<file path="src/rtl/gpio_pkg.sv">
// rtl/gpio_pkg.sv - register map, CTRL/STATUS layouts and sequencer state encoding for gpio_ctrl
package gpio_pkg;

  localparam logic [2:0] REG_OUT      = 3'd0;
  localparam logic [2:0] REG_SET      = 3'd1;
  localparam logic [2:0] REG_CLR      = 3'd2;
  localparam logic [2:0] REG_TGL      = 3'd3;
  localparam logic [2:0] REG_PRESCALE = 3'd4;
  localparam logic [2:0] REG_PATTERN  = 3'd5;
  localparam logic [2:0] REG_CTRL     = 3'd6;
  localparam logic [2:0] REG_STATUS   = 3'd7;

  localparam logic [1:0] ST_IDLE = 2'd0;
  localparam logic [1:0] ST_RUN  = 2'd1;
  localparam logic [1:0] ST_DONE = 2'd2;

  // CTRL: bit0 RUN, bits[2:1] LAST, bit3 ONESHOT
  typedef struct packed {
    logic       oneshot;
    logic [1:0] last;
    logic       run;
  } ctrl_t;

  // STATUS: bit0 BUSY, bits[2:1] IDX, bit3 DONE
  typedef struct packed {
    logic       done;
    logic [1:0] idx;
    logic       busy;
  } status_t;

  function automatic logic [31:0] merge_bytes(input logic [31:0] old_val,
                                              input logic [31:0] new_val,
                                              input logic [3:0]  mask);
    for (int b = 0; b < 4; b++) begin
      merge_bytes[8*b +: 8] = mask[b] ? new_val[8*b +: 8] : old_val[8*b +: 8];
    end
  endfunction

endpackage

</file>
<file path="src/rtl/gpio_prescaler.sv">
// rtl/gpio_prescaler.sv - reloadable down-counter producing a one-cycle tick on reaching zero
module gpio_prescaler #(
  parameter int PRESCALE_W = 24
) (
  input  logic                  clk,
  input  logic                  resetn,
  input  logic                  load,
  input  logic                  en,
  input  logic [PRESCALE_W-1:0] reload,
  output logic                  tick
);

  logic [PRESCALE_W-1:0] cnt_q;

  assign tick = en && !load && (cnt_q == '0);

  always_ff @(posedge clk) begin
    if (!resetn) begin
      cnt_q <= '0;
    end else if (load) begin
      cnt_q <= reload;
    end else if (en) begin
      cnt_q <= tick ? reload : cnt_q - PRESCALE_W'(1);
    end
  end

endmodule

</file>
<file path="src/rtl/gpio_ctrl.sv">
// rtl/gpio_ctrl.sv - GPIO output register with set/clear/toggle and optional pattern sequencer
// Sequencer, PRESCALE, PATTERN, CTRL and STATUS exist only when GPIO_PATTERN_EN is defined.
module gpio_ctrl
  import gpio_pkg::*;
#(
  parameter int PRESCALE_W = 24
) (
  input  logic        clk,
  input  logic        resetn,
  input  logic        sel,
  input  logic [2:0]  addr,
  input  logic        we,
  input  logic        re,
  input  logic [31:0] wdata,
  input  logic [3:0]  wmask,
  output logic [31:0] rdata,
  output logic        ready,
  output logic [7:0]  gpio
);

  logic        accept;
  logic        wr;
  logic        cpu_out_wr;
  logic [7:0]  cpu_out_val;
  logic [7:0]  out_q;
  logic [31:0] rd_val;

  assign accept = sel && (we || re);
  assign wr     = sel && we;
  assign gpio   = out_q;

  always_comb begin
    cpu_out_wr  = wr && wmask[0] && (addr <= REG_TGL);
    cpu_out_val = wdata[7:0];
    case (addr[1:0])
      2'd1:    cpu_out_val = out_q | wdata[7:0];
      2'd2:    cpu_out_val = out_q & ~wdata[7:0];
      2'd3:    cpu_out_val = out_q ^ wdata[7:0];
      default: cpu_out_val = wdata[7:0];
    endcase
  end

  always_ff @(posedge clk) begin
    if (!resetn) begin
      ready <= 1'b0;
      rdata <= '0;
    end else begin
      ready <= accept;
      rdata <= (accept && re) ? rd_val : '0;
    end
  end

`ifdef GPIO_PATTERN_EN
  logic [PRESCALE_W-1:0] prescale_q;
  logic [31:0]           pattern_q;
  ctrl_t                 ctrl_q;
  ctrl_t                 ctrl_new;
  status_t               status;
  logic [1:0]            state_q;
  logic [1:0]            idx_q;
  logic [1:0]            idx_next;
  logic                  done_q;
  logic                  running;
  logic                  ctrl_wr;
  logic                  start;
  logic                  stop;
  logic                  step;
  logic                  finish;
  logic                  tick;

  assign running  = (state_q == ST_RUN);
  assign ctrl_new = ctrl_t'(wdata[3:0]);
  assign ctrl_wr  = wr && wmask[0] && (addr == REG_CTRL);
  assign start    = ctrl_wr && ctrl_new.run;
  assign stop     = ctrl_wr && !ctrl_new.run && running;
  // A CTRL write landing on a tick edge wins over stepping.
  assign step     = running && tick && !ctrl_wr;
  assign finish   = step && ctrl_q.oneshot && (idx_q == ctrl_q.last);
  assign idx_next = (idx_q >= ctrl_q.last) ? 2'd0 : idx_q + 2'd1;
  assign status   = status_t'{done_q, idx_q, running};

  gpio_prescaler #(
    .PRESCALE_W(PRESCALE_W)
  ) u_prescaler (
    .clk    (clk),
    .resetn (resetn),
    .load   (start),
    .en     (running),
    .reload (prescale_q),
    .tick   (tick)
  );

  always_ff @(posedge clk) begin
    if (!resetn) begin
      prescale_q <= '0;
      pattern_q  <= '0;
      ctrl_q     <= '0;
      state_q    <= ST_IDLE;
      idx_q      <= '0;
      done_q     <= 1'b0;
    end else begin
      if (wr && addr == REG_PRESCALE)
        prescale_q <= PRESCALE_W'(merge_bytes(32'(prescale_q), wdata, wmask));
      if (wr && addr == REG_PATTERN)
        pattern_q <= merge_bytes(pattern_q, wdata, wmask);
      if (ctrl_wr)
        ctrl_q <= ctrl_new;
      else if (finish)
        ctrl_q.run <= 1'b0;
      if (start) begin
        state_q <= ST_RUN;
        idx_q   <= '0;
        done_q  <= 1'b0;
      end else if (stop) begin
        state_q <= ST_IDLE;
      end else if (finish) begin
        state_q <= ST_DONE;
        done_q  <= 1'b1;
      end else if (step) begin
        idx_q <= idx_next;
      end
    end
  end

  // CPU writes to OUT override the sequencer byte; the index still advances.
  always_ff @(posedge clk) begin
    if (!resetn)
      out_q <= '0;
    else if (cpu_out_wr)
      out_q <= cpu_out_val;
    else if (start)
      out_q <= pattern_q[7:0];
    else if (step && !finish)
      out_q <= pattern_q[{idx_next, 3'b000} +: 8];
  end

  always_comb begin
    rd_val = '0;
    case (addr)
      REG_OUT:      rd_val = {24'h0, out_q};
      REG_PRESCALE: rd_val = 32'(prescale_q);
      REG_PATTERN:  rd_val = pattern_q;
      REG_CTRL:     rd_val = {28'h0, ctrl_q};
      REG_STATUS:   rd_val = {28'h0, status};
      default:      rd_val = '0;
    endcase
  end
`else
  logic [PRESCALE_W-1:0] unused_prescale_w;
  logic [27:0]           unused_wr_bits;

  assign unused_prescale_w = '0;
  assign unused_wr_bits    = {wdata[31:8], wmask[3:1], 1'b0};

  always_ff @(posedge clk) begin
    if (!resetn)
      out_q <= '0;
    else if (cpu_out_wr)
      out_q <= cpu_out_val;
  end

  always_comb begin
    rd_val = '0;
    if (addr == REG_OUT)
      rd_val = {24'h0, out_q};
  end
`endif

endmodule

</file>
<file path="config.mk">
export PLATFORM = sky130hd
export DESIGN_NAME = gpio_ctrl
export DESIGN_NICKNAME = d
export VERILOG_FILES = /design/src/rtl/gpio_pkg.sv /design/src/rtl/gpio_prescaler.sv /design/src/rtl/gpio_ctrl.sv
export SDC_FILE = /design/constraint.sdc
export NUM_CORES = 1
export LEC_CHECK = 0
export ABC_CLOCK_PERIOD_IN_PS = 3490
export BUFFER_PORTS_ARGS = -buffer_cell sky130_fd_sc_hd__clkbuf_2
export CORE_AREA = 8 8 73 56
export CTS_BUF_LIST = sky130_fd_sc_hd__clkbuf_4 sky130_fd_sc_hd__clkbuf_8
export DETAILED_ROUTE_END_ITERATION = 10
export DIE_AREA = 0 0 81 64
export PLACE_DENSITY = 0.86
export SLEW_MARGIN = 25
export SYNTH_ARGS = -nofsm -noshare
export SYNTH_HDL_FRONTEND = slang
export SYNTH_SLANG_ARGS = --single-unit
export TNS_END_PERCENT = 20
</file>
<file path="constraint.sdc">
create_clock -name clk -period 3.49 [get_ports clk]
set_input_delay 0.698 -clock clk [delete_from_list [all_inputs] [get_ports clk]]
set_output_delay 0.698 -clock clk [all_outputs]
set_load 0.01 [all_outputs]
</file>
### Yosys cells after proc, flatten, opt, wreduce, memory -nomap -nowiden

Cells that the tools add are included.

* bits in registers: 41
* bits in latches: 0
* RAM bits: 0
* bits in read-only memories: 0
* logic and storage cells: 22
* memories: 0

* add/subtract/negate cells: 0
* multiply operators: 0
* div/mod/pow operators: 0
* $lt $le $gt $ge: 1
* equal/unequal tests: 3
* shift operators: 0
* multiplexer cells: 1
* bitwise gates (word level): 4
* reductions and logical operators: 9

Operator list (count)
* $pmux W8 S3: 1
* $and A8 B8 Y8: 1
* $not A8 Y8: 1
* $or A8 B8 Y8: 1
* $xor A8 B8 Y8: 1
* $logic_and A1 B1 Y1: 5
* $eq A2 B2 Y1 const B: 2
* $le A3 B2 Y1 const B: 1
* $logic_not A3 Y1: 1
* $reduce_and A3 Y1: 1
* $eq A2 B1 Y1 const B: 1
* $reduce_and A2 Y1: 1
* $logic_or A1 B1 Y1: 1

### Logic depth before layout (Yosys ltp)

Gate-level depths: netlist of the first run.

* word-level depth: 4
* depth in mapped cells: 5
* gate-level depth less buffers: 5

### Least setup slack after synthesis of the first run

OpenSTA, ideal clock, no wires.

* path type: in2reg
* from: in wdata[0]
* to: reg out_q[0] (netlist: gpio[0])
* library setup time: 117 ps
* data arrival time: 1675 ps
* data required time: 3373 ps
* setup slack: 1699 ps
* stages: 4
* cells stage by stage: inv_1 > ha_1 > mux4_2 > a22o_1

* longest elaborated chain between the ends: 3
* elaborated cells between the ends (all ways): 5

Ends and longest elaborated chain
* from (decl): line gpio_ctrl.sv:14 `input logic [31:0] wdata,`
* $not A8 Y8: line gpio_ctrl.sv:37 `2'd2: cpu_out_val = out_q & ~wdata[7:0];`
* $and A8 B8 Y8: line gpio_ctrl.sv:37
* $pmux W8 S3 *: line gpio_ctrl.sv:35 `case (addr[1:0])`
* to (signal assigned): line gpio_ctrl.sv:159 `out_q <= cpu_out_val;`
* to (decl): line gpio_ctrl.sv:25 `logic [7:0] out_q;`

Every way passes the cells marked *; elsewhere a longest branch is shown, timed or not.
A chain may end at the register's enable or synchronous reset.

### Final worst setup path of the first run

Same ends and word-level chain as after synthesis.

==> results of run 1 <==
==> cell families (layout without fill, tap and decap cells) <==
kind of cell | count (synthesis) | after routing
buffers and inverters | 51 | 62
muxes | 8 | 8
DFF | 17 | 17
AOI/OAI and AO/OA | 9 | 9
adders and majority gates | 16 | 16
and+or+nand+nor | 15 | 15
other | 1 | 24
==> through the flow <==
step | std cells | utilization [%] | worst slack (ps)
after floorplan | 140 | - | 1699
after detailed placement | 185 | 43.32 | 1553
after global placement | 185 | 43.32 | 1586
final | 189 | 44.96 | 1826
after CTS | 189 | 44.96 | 1828
after global routing | 189 | 44.96 | 1761
==> cell type report <==
type | count | area share (%)
clock buffers | 4 | 3.645
well taps | 38 | 3.551
multi-input cells | 72 | 48.04
flip-flops and latches | 17 | 25.42
repair buffers | 33 | 12.34
inverters | 25 | 7.009
==> worst max-delay path: stages <==
cell	delay [ps]
clkbuf_2	90
inv_1	50
ha_1	280
mux4_2	460
a22o_1	240
==> flip-flops by register name (all words and copies together), names as in the netlist <==
| signal | flops |
|---|---|
| gpio | 8 |
| ready | 1 |
| rdata | 8 |
==> metal layers <==
layer	track usage, %	vias to the layer above	share of wire, %
met4	2.667	0	0.72
met3	4.190	5	10
met2	16.18	38	45
li1	-	401	-
met1	10.61	376	44
met5	0	-	0
==> power by group through the flow <==
stage | Combinational [uW] | Sequential (uW) | Clock, uW
global placement | 64.0 | 203 | 0
finish | 67.9 | 199 | 154
detailed placement | 67.5 | 203 | 0
CTS | 67.6 | 199 | 160
floorplan | 67.6 | 204 | 0
global route | 76.8 | 199 | 170
==> path summary, 6_finish.rpt <==
path / start / endpoint
setup reg to reg: gpio[0] / gpio[0]
setup / recovery: wdata[0] / gpio[0]
hold / removal: gpio[1] / rdata[1]
hold reg to reg: gpio[1] / rdata[1]
==> placed cells by master (no fill, tap or decap) <==
cell type and n:
a22o_1 8, and2_1 8, clkbuf_2 33, clkbuf_4 1, clkbuf_8 3, conb_1 24, dfxtp_1 17, ha_1 16
inv_1 25, mux4_2 8, nand2_1 2, nand2b_1 1, nor2_1 2, nor3_2 1, nor4_2 1, o31a_1 1
==> summary.txt, run 1 <==
Finish
  • Area of the multi-input gates: roughly 640 um^2
  • Seq. cell area: about 340 um^2
  • Final nets: 212
  • Layout fillers: roughly 310
  • Post-route cell area: roughly 1300 um^2
  • Layout cells sized above 1: a little under a third
  • Area grow syn2layout: 12.75%
  • Number of antenna diodes: 0

Logic synthesis
  • Number of synthesized register bits: 17
  • Fraction of registers with async set/reset: 0%
  • Post-synthesis mux area share: 15.17%
  • Commonest cells in the netlist: 25 x inv_1, 24 x buf_4, 17 x dfxtp_1
  • Post-synth EDFFs: 0
  • Synth Area in Compound Gates: 6.639%
  • Top cell type's share of synthesized area: 28.66%
  • Warnings from Yosys: 0
  • Seq/Total Area, Yosys: between 20% and 30%
  • Adder-cell area share of the yosys netlist: between 10% and 20%
  • Mapped Cells: between 100 and 150
  • Simple-gate area share of the yosys netlist: 7.903%
  • Synth cell types: 16
  • Synth area leader: dfxtp_1
  • Syn Area/Cell: between 10 and 15 um^2
  • Synth top area cells: dfxtp_1 29%, ha_1 17%, buf_4 15%
  • Top-count cell post-synth: inv_1
  • Cell Area, Synth: about 1200 um^2
  • XOR/XNOR Fraction of Synth Area: 0%
  • Largest family of logic cells by synthesized area: buffers and inverters
  • Most used DFF post-synth: dfxtp_1

Global routing
  • GR Overflow Total: 0
  • Antenna violations before repair: 0
  • First-pass GRT wire length: 3.905 mm
  • Total GRT Usage: a little under a tenth
  • Largest net degree at the start of global routing: 10
  • Vias in the first global route: ~880

Placement
  • Port bufs: 33
  • DP Area: about 1300 um^2
  • Routability Congestion: roughly 0.72
  • Post-DP HPWL: ~2 mm

Clocking
  • Cts-stage hold buffer count: 0
  • Htree depth: 1
  • Clock Path Buffers: 2
  • CTS Buf Count: 3
  • Clock transition at path regs: approximately 70 ps
  • CTS resizes: 0
  • CTS tree: built
  • Setup Fix Bufs, Post-CTS: 0
  • # clock sinks: 17
  • Clock Latency Late Sink: 250 ps
  • Clk root buf: clkbuf_8

Detailed routing
  • Total number of vias: slightly above 800
  • WL per Instance: roughly 12 um
  • Pre-Repair DR Iteration Count: 3
  • Vias/cell: 4.339
  • Final ANT Viol Nets: 0
  • DRT Wirelength: between 2 and 2.5 mm
  • Initial DRC Count: 21
  • Remaining DRCs: 0

Floorplanning
  • Core area: 2978 um^2
  • # IOs: 85
  • Die height: about 64 um
  • Initial Util: 39.87%
  • Rows: 17
  • Chip width: approximately 80 um
  • Die Area: 5184 um^2

Critical path
  • Worst Path Arrival: 1810 ps
  • Reg2Reg Depth: 4
  • R2R Setup Slk: 1980 ps
  • Critical-path maximum fanout: 2
  • Crit start category: input port
  • Worst Setup End Kind: flop
  • Worst path required time: 3640 ps
  • Critical path type: in2reg

Min path
  • Worst min path class: reg2reg
  • Hold Crit Depth: 1

Power and ir drop
  • Pwr dens: roughly 310 nW/um^2
  • Sw frac: 25.31%
  • NetSw: ~110 uW
  • Reg power frac: between 40% and 50%
  • LEAKAGE: ~0.00072 uW
  • Power, Total: ~420 uW
  • Clock share of power: 36.6%
  • Peak supply drop: 0.1221 mV
  • P_int: about 310 uW
  • Combinational power share: between 10% and 20%

STA
  • Clock Skew: about 0.85 ps
  • RSZ-0062 raised after global routing: false
  • Hold Fails Final Rpt: 0
  • Setup-failing EPs final: 0
  • Min Tclk post-route: ~1700 ps
  • Max-slew violations: 0
  • Worst-margin pin slew: ~620 ps
  • Tcrit/Tclk final: 47.67%
  • Max Fclk: ~600 MHz
  • Fin Hold WS: between 500 and 600 ps
  • Slew headroom: around 58%
  • Sum Neg Setup Slack: 0 ps

Job
  • Max cap viols: 0

Status
  • Outcome: finished clean
(Power assumes the default switching activity.)
==> run 2, diff against run 1 <==
--- a/config.mk
+++ b/config.mk
@@ -5,13 +5,13 @@
 export SDC_FILE = /design/constraint.sdc
 export NUM_CORES = 1
 export LEC_CHECK = 0
-export ABC_CLOCK_PERIOD_IN_PS = 3490
+export ABC_CLOCK_PERIOD_IN_PS = 1450
 export BUFFER_PORTS_ARGS = -buffer_cell sky130_fd_sc_hd__clkbuf_2
-export CORE_AREA = 8 8 73 56
+export CORE_AREA = 8 8 76 58
 export CTS_BUF_LIST = sky130_fd_sc_hd__clkbuf_4 sky130_fd_sc_hd__clkbuf_8
 export DETAILED_ROUTE_END_ITERATION = 10
-export DIE_AREA = 0 0 81 64
-export PLACE_DENSITY = 0.86
+export DIE_AREA = 0 0 84 66
+export PLACE_DENSITY = 0.83
 export SLEW_MARGIN = 25
 export SYNTH_ARGS = -nofsm -noshare
 export SYNTH_HDL_FRONTEND = slang
==> constraint.sdc (replaced) <==
create_clock -name clk -period 1.45 [get_ports clk]
set_input_delay 0.29 -clock clk [delete_from_list [all_inputs] [get_ports clk]]
set_output_delay 0.29 -clock clk [all_outputs]
set_load 0.01 [all_outputs]
==> run 2 against run 1 <==
  * Count of clock-buffer cells in the layout unchanged
  * Worst setup slack got worse by 1800 ps
  * Die area up 6.9%
  * Final cell count rose by 7.9%
  * Clock skew hardly changed
  * Sequential share of layout area decreased by 1.7 points
  * Sequential cell count stayed put
  * Combinational power rose to 2.7 times the previous value
  * Utilization fell by 0.89 points
  * First-iteration DRC count up 29%
  * Hold slack got worse by 260 ps
  * Critical path type is now reg2reg
  * Largest power group unchanged
==> summary.txt, run 2 (synthesis gave the netlist of run 1 again) <==
Placement
  • Routability Congestion: ~0.70
  • Post-DP HPWL: around 2.1 mm
  • Pre-CTS setup slack: -74.31 ps
  • Port bufs: 33

Detailed routing
  • DRT Wirelength: 2.476 mm
  • Final ANT Viol Nets: 0
  • Initial DRC Count: 27
  • Pre-Repair DR Iteration Count: 3
  • Remaining DRCs: 0
  • Total number of vias: about 850
  • WL per Instance: approximately 12 um
  • Vias/cell: between 4 and 5

STA
  • Max Fclk: between 700 and 800 MHz
  • Hold Fails Final Rpt: 0
  • Worst-margin pin slew: around 560 ps
  • Final worst setup slack: between 20 and 25 ps
  • RSZ-0062 raised after global routing: false
  • Slew headroom: a little over three fifths
  • Min Tclk post-route: 1425 ps
  • Tcrit/Tclk final: a little under 100%
  • Clock Skew: roughly 0.42 ps
  • Setup-failing EPs final: 0
  • Max-slew violations: 0

Floorplanning
  • # IOs: 85
  • Initial Util: 35.87%
  • Die Area: about 5500 um^2
  • Chip width: between 80 and 90 um
  • Rows: 18
  • Die height: 66 um
  • Core area: approximately 3300 um^2

Critical path
  • Critical-path maximum fanout: 4
  • R2R Path Start: gpio[0]
  • Critical path endpoint: gpio[0]
  • Worst path required time: around 1600 ps
  • CP startpoint: gpio[0]
  • Worst Path Arrival: approximately 1600 ps
  • Critical R2R Capture: gpio[0]
  • R2R Setup Slk: 20 ps
  • Worst Setup End Kind: flop
  • Critical path type: reg2reg
  • Reg2Reg Depth: 4
  • Crit start category: flop

Power and ir drop
  • Peak supply drop: 0.2914 mV
  • LEAKAGE: 0.0007903 uW
  • Pwr dens: 701.2 nW/um^2
  • Power, Total: just over 1000 uW

Finish
  • Number of antenna diodes: 0
  • Layout cells sized above 1: between 40% and 50%
  • Final nets: 225
  • Area grow syn2layout: 22.87%
  • Most frequent cells in the layout: 33 x clkbuf_2, 24 x inv_1, 24 x conb_1
  • Final core occ: 44.07%
  • Most common cell after layout, fill and taps aside: clkbuf_2

Global routing
  • Antenna violations before repair: 0
  • Total GRT Usage: a little under 9%
  • GR Overflow Total: 0
  • First-pass GRT wire length: just under 4 mm
  • Vias in the first global route: just under 900
  • Largest net degree at the start of global routing: 10

Status
  • Outcome: finished clean

Job
  • Max cap viols: 0

Min path
  • Hold Crit Depth: 3
  • Worst min path class: in2reg

Clocking
  • Clock Path Buffers: 2
  • Htree depth: 1
  • CTS Buf Count: 3
  • Clk root buf: clkbuf_8
  • Clock transition at path regs: ~60 ps
  • # clock sinks: 17
  • Cts-stage hold buffer count: 0
  • Clock Latency Late Sink: ~250 ps
  • CTS tree: built
==> run 2: metal layers <==
| layer | up-vias | global-route usage [%] | share of wire, % |
|---|---|---|---|
| met5 | - | 0 | 0 |
| met2 | 41 | 12.87 | 42 |
| li1 | 423 | - | - |
| met1 | 383 | 10.44 | 46 |
| met4 | 0 | 3.863 | 1.5 |
| met3 | 5 | 4.803 | 11 |
==> run 2: power by group <==
group | internal [uW] | total, uW | switching, uW
Combinational | 82.0 | 183 | 101
Sequential | 473 | 476 | 2.84
Clock | 214 | 364 | 151
==> run 2: timing repair <==
action                                  CTS  global route
endpoints found under the setup margin    1             4
pin swaps                                 0             1
setup buffers                             1             0
resized for setup                         0             6
==> run 2: per-stage QoR <==
stage / area (um^2) / cells / hold WS, ps / TNS, ps
after detailed placement: 1384 / 199 / 494.2 / -264.8
after floorplan: 1275 / 140 / 405.8 / -14.86
after CTS: 1440 / 204 / 257.3 / 0
final: 1459 / 204 / 266.0 / 0
after global routing: 1459 / 204 / 267.7 / 0
after global placement: 1384 / 199 / 489.3 / -77.48
==> run 2: critical path, stage by stage (launching register included) <==
cell and delay (ps):
dfxtp_2 330, buf_4 140, ha_2 160, mux4_2 450, a22o_1 230
==> run 2: worst min path at each step <==
stage                to     from  slack, ps
2_1_floorplan     ready       we        410
3_3_place_gp   rdata[0]  gpio[0]        490
3_5_place_dp    gpio[0]  gpio[0]        490
4_1_cts           ready       we        260
5_1_grt           ready       we        270
6_report          ready       we        270
==> run 2: area by class of cell <==
class                   count  area [um^2]
multi-input cells          72        658.1
clock buffers               4        48.80
repair buffers             46        262.8
well taps                  40        50.05
flip-flops and latches     17        345.3
fillers                   330         1852
inverters                  25        93.84
==> run 3, diff against run 2 <==
--- a/config.mk
+++ b/config.mk
@@ -5,12 +5,13 @@
 export SDC_FILE = /design/constraint.sdc
 export NUM_CORES = 1
 export LEC_CHECK = 0
+export ABC_AREA = 1
 export ABC_CLOCK_PERIOD_IN_PS = 1450
 export BUFFER_PORTS_ARGS = -buffer_cell sky130_fd_sc_hd__clkbuf_2
-export CORE_AREA = 8 8 76 58
+export CORE_AREA = 8 8 78 60
 export CTS_BUF_LIST = sky130_fd_sc_hd__clkbuf_4 sky130_fd_sc_hd__clkbuf_8
 export DETAILED_ROUTE_END_ITERATION = 10
-export DIE_AREA = 0 0 84 66
+export DIE_AREA = 0 0 86 68
 export PLACE_DENSITY = 0.83
 export SLEW_MARGIN = 25
 export SYNTH_ARGS = -nofsm -noshare
==> run 3 against run 2 <==
  * Count of clock-buffer cells in the layout unchanged
  * Worst setup slack better by 310 ps
  * Sequential cell count unchanged
  * Combinational power up 12%
  * Critical endpoint is now gpio[3]
==> summary.txt, run 3 <==
Status
  • Outcome: finished clean

Detailed routing
  • Final ANT Viol Nets: 0
  • Initial DRC Count: 29
  • Remaining DRCs: 0
  • WL per Instance: 10.75 um
  • Pre-Repair DR Iteration Count: 4
  • Vias/cell: between 4 and 5
  • Total number of vias: about 1.1k
  • DRT Wirelength: between 2 and 3 mm

Floorplanning
  • Die height: ~70 um
  • Core area: between 3000 and 4000 um^2
  • Initial Util: between 30% and 40%
  • Chip width: roughly 86 um
  • # IOs: 85
  • Rows: 19
  • Die Area: around 5800 um^2

STA
  • Min Tclk post-route: approximately 1100 ps
  • Max Fclk: between 800 and 900 MHz
  • Hold Fails Final Rpt: 0
  • Tcrit/Tclk final: 77.22%
  • Final worst setup slack: 330.4 ps
  • RSZ-0062 raised after global routing: false
  • Clock Skew: about 1.6 ps
  • Max-slew violations: 0
  • Setup-failing EPs final: 0
  • Sum Neg Setup Slack: 0 ps

Critical path
  • Largest stage delay on the critical path: 370 ps
  • Crit path cell chain: inv_1 > ha_1 > nand2_1 > nand3_1 > nand2_1 > a21oi_1
  • Critical path type: reg2reg
  • Crit start category: flop
  • Slowest cell on the critical path: dfxtp_1
  • Worst Setup End Kind: flop
  • Crit-path most repeated cell: nand2_1
  • Critical-path maximum fanout: 4
  • Worst Path Arrival: about 1300 ps
  • Worst path required time: between 1500 and 2000 ps

Clocking
  • Clk root buf: clkbuf_8
  • Setup Fix Bufs, Post-CTS: 0
  • Clock Path Buffers: 2
  • Clock Latency Late Sink: about 250 ps
  • Cts-stage hold buffer count: 0
  • CTS tree: built
  • Clock transition at path regs: ~60 ps
  • # clock sinks: 17
  • CTS Buf Count: 3
  • CTS resizes: 0
  • Htree depth: 1

Finish
  • Post-route cell area: 1490 um^2
  • Area grow syn2layout: 11.94%
  • Number of antenna diodes: 0
  • Most frequent cells in the layout: 33 x nor2_1, 33 x clkbuf_2, 24 x conb_1
  • Final nets: between 200 and 300
  • Layout cells sized above 1: approximately a quarter

Placement
  • DP Area: ~1400 um^2
  • Routability Congestion: 0.8443
  • Pre-CTS setup slack: between 200 and 250 ps
  • Post-DP HPWL: between 2 and 2.5 mm
  • Port bufs: 33

Global routing
  • Total GRT Usage: between 10% and 20%
  • Largest net degree at the start of global routing: 17
  • Antenna violations before repair: 0
  • Vias in the first global route: around 1.1k
  • First-pass GRT wire length: approximately 4.7 mm
  • GR Overflow Total: 0

Logic synthesis
  • Top-count cell post-synth: nor2_1
  • Top cell type's share of synthesized area: between 20% and 30%
  • Synth cell types: 22
  • Number of synthesized register bits: 17
  • Cell Area, Synth: about 1300 um^2
  • Most used DFF post-synth: dfxtp_1
  • Syn Area/Cell: roughly 7.4 um^2
  • Seq/Total Area, Yosys: 25.56%
  • Commonest cells in the netlist: 33 x nor2_1, 24 x buf_4, 23 x nand2_1
  • Synth area leader: dfxtp_1
  • Synth top area cells: dfxtp_1 26%, ha_1 15%, buf_4 14%
  • Fraction of registers with async set/reset: 0%
  • Mapped Cells: 180
  • Post-synth EDFFs: 0
  • Warnings from Yosys: 0

Power and ir drop
  • Clock share of power: approximately a third
  • Peak supply drop: approximately 0.54 mV
  • LEAKAGE: approximately 0.00077 uW
  • P_int: 756.7 uW
  • Power, Total: about 1100 uW
  • Reg power frac: between 40 and 50%
  • NetSw: 299.4 uW
  • Sw frac: ~28%
  • Combinational power share: slightly below 20%
  • Pwr dens: 708.8 nW/um^2

Min path
  • Worst min path class: in2reg

Job
  • Max cap viols: 0
run 3: layout make-up:
| class | count | area [um^2] |
|---|---|---|
| sequential | 17 | 340.3 |
| clock buffer | 4 | 48.80 |
| tap | 52 | 65.06 |
| timing repair buffer | 36 | 187.7 |
| multi-input combinational | 136 | 755.7 |
| inverter | 22 | 92.59 |
| fill | 391 | 2100 |
run 3: worst max-delay path: cells and delay by family, from the launching register on:
family,cells,cell delay (ps)
simple gates,3,220
flops,1,370
compound gates,1,60
buf+inv,1,80
fa+ha+maj,1,280
run 3: kinds of logic after synthesis:
family                   count (synthesis)  synth area share, %
AND/OR/NAND/NOR                         85                30.17
flip-flops                              17                25.56
other                                    1               0.2817
buffers and inverters                   50                24.15
adder cells (fa/ha/maj)                 16                15.04
AO/OA/AOI/OAI                           11                4.792
run 3: per-layer routing:
layer	track usage (%)	part of all wire, %
met1	11.22	44
met2	17.70	47
met3	4.317	8.0
met4	3.043	0.56
met5	0	0
run 3: final timing paths:
check / depth (start not counted) / start / slack (ps) / endpoint
min reg2reg: 2 / gpio[6] / 490 / rdata[6]
max: 6 / gpio[3] / 330 / gpio[3]
min: 3 / sel / 310 / ready
max reg2reg: 6 / gpio[3] / 330 / gpio[3]
run 3: through the flow:
step,utilization (%),hold WS [ps],cells
after floorplan,-,461.2,203
after global placement,40.15,480.3,263
after detailed placement,40.15,483.6,263
after CTS,41.51,302.1,267
after global routing,41.51,340.5,267
final,41.51,310.6,267
run 3: power by group through the flow:
| stage | Combinational, uW | Clock, uW | Sequential (uW) |
|---|---|---|---|
| 6_report | 205 | 373 | 478 |
| 3_5_place_dp | 202 | 0 | 489 |
| 5_1_grt | 234 | 412 | 479 |
| 4_1_cts | 204 | 390 | 478 |
| 3_3_place_gp | 196 | 0 | 489 |
| 2_1_floorplan | 196 | 0 | 491 |
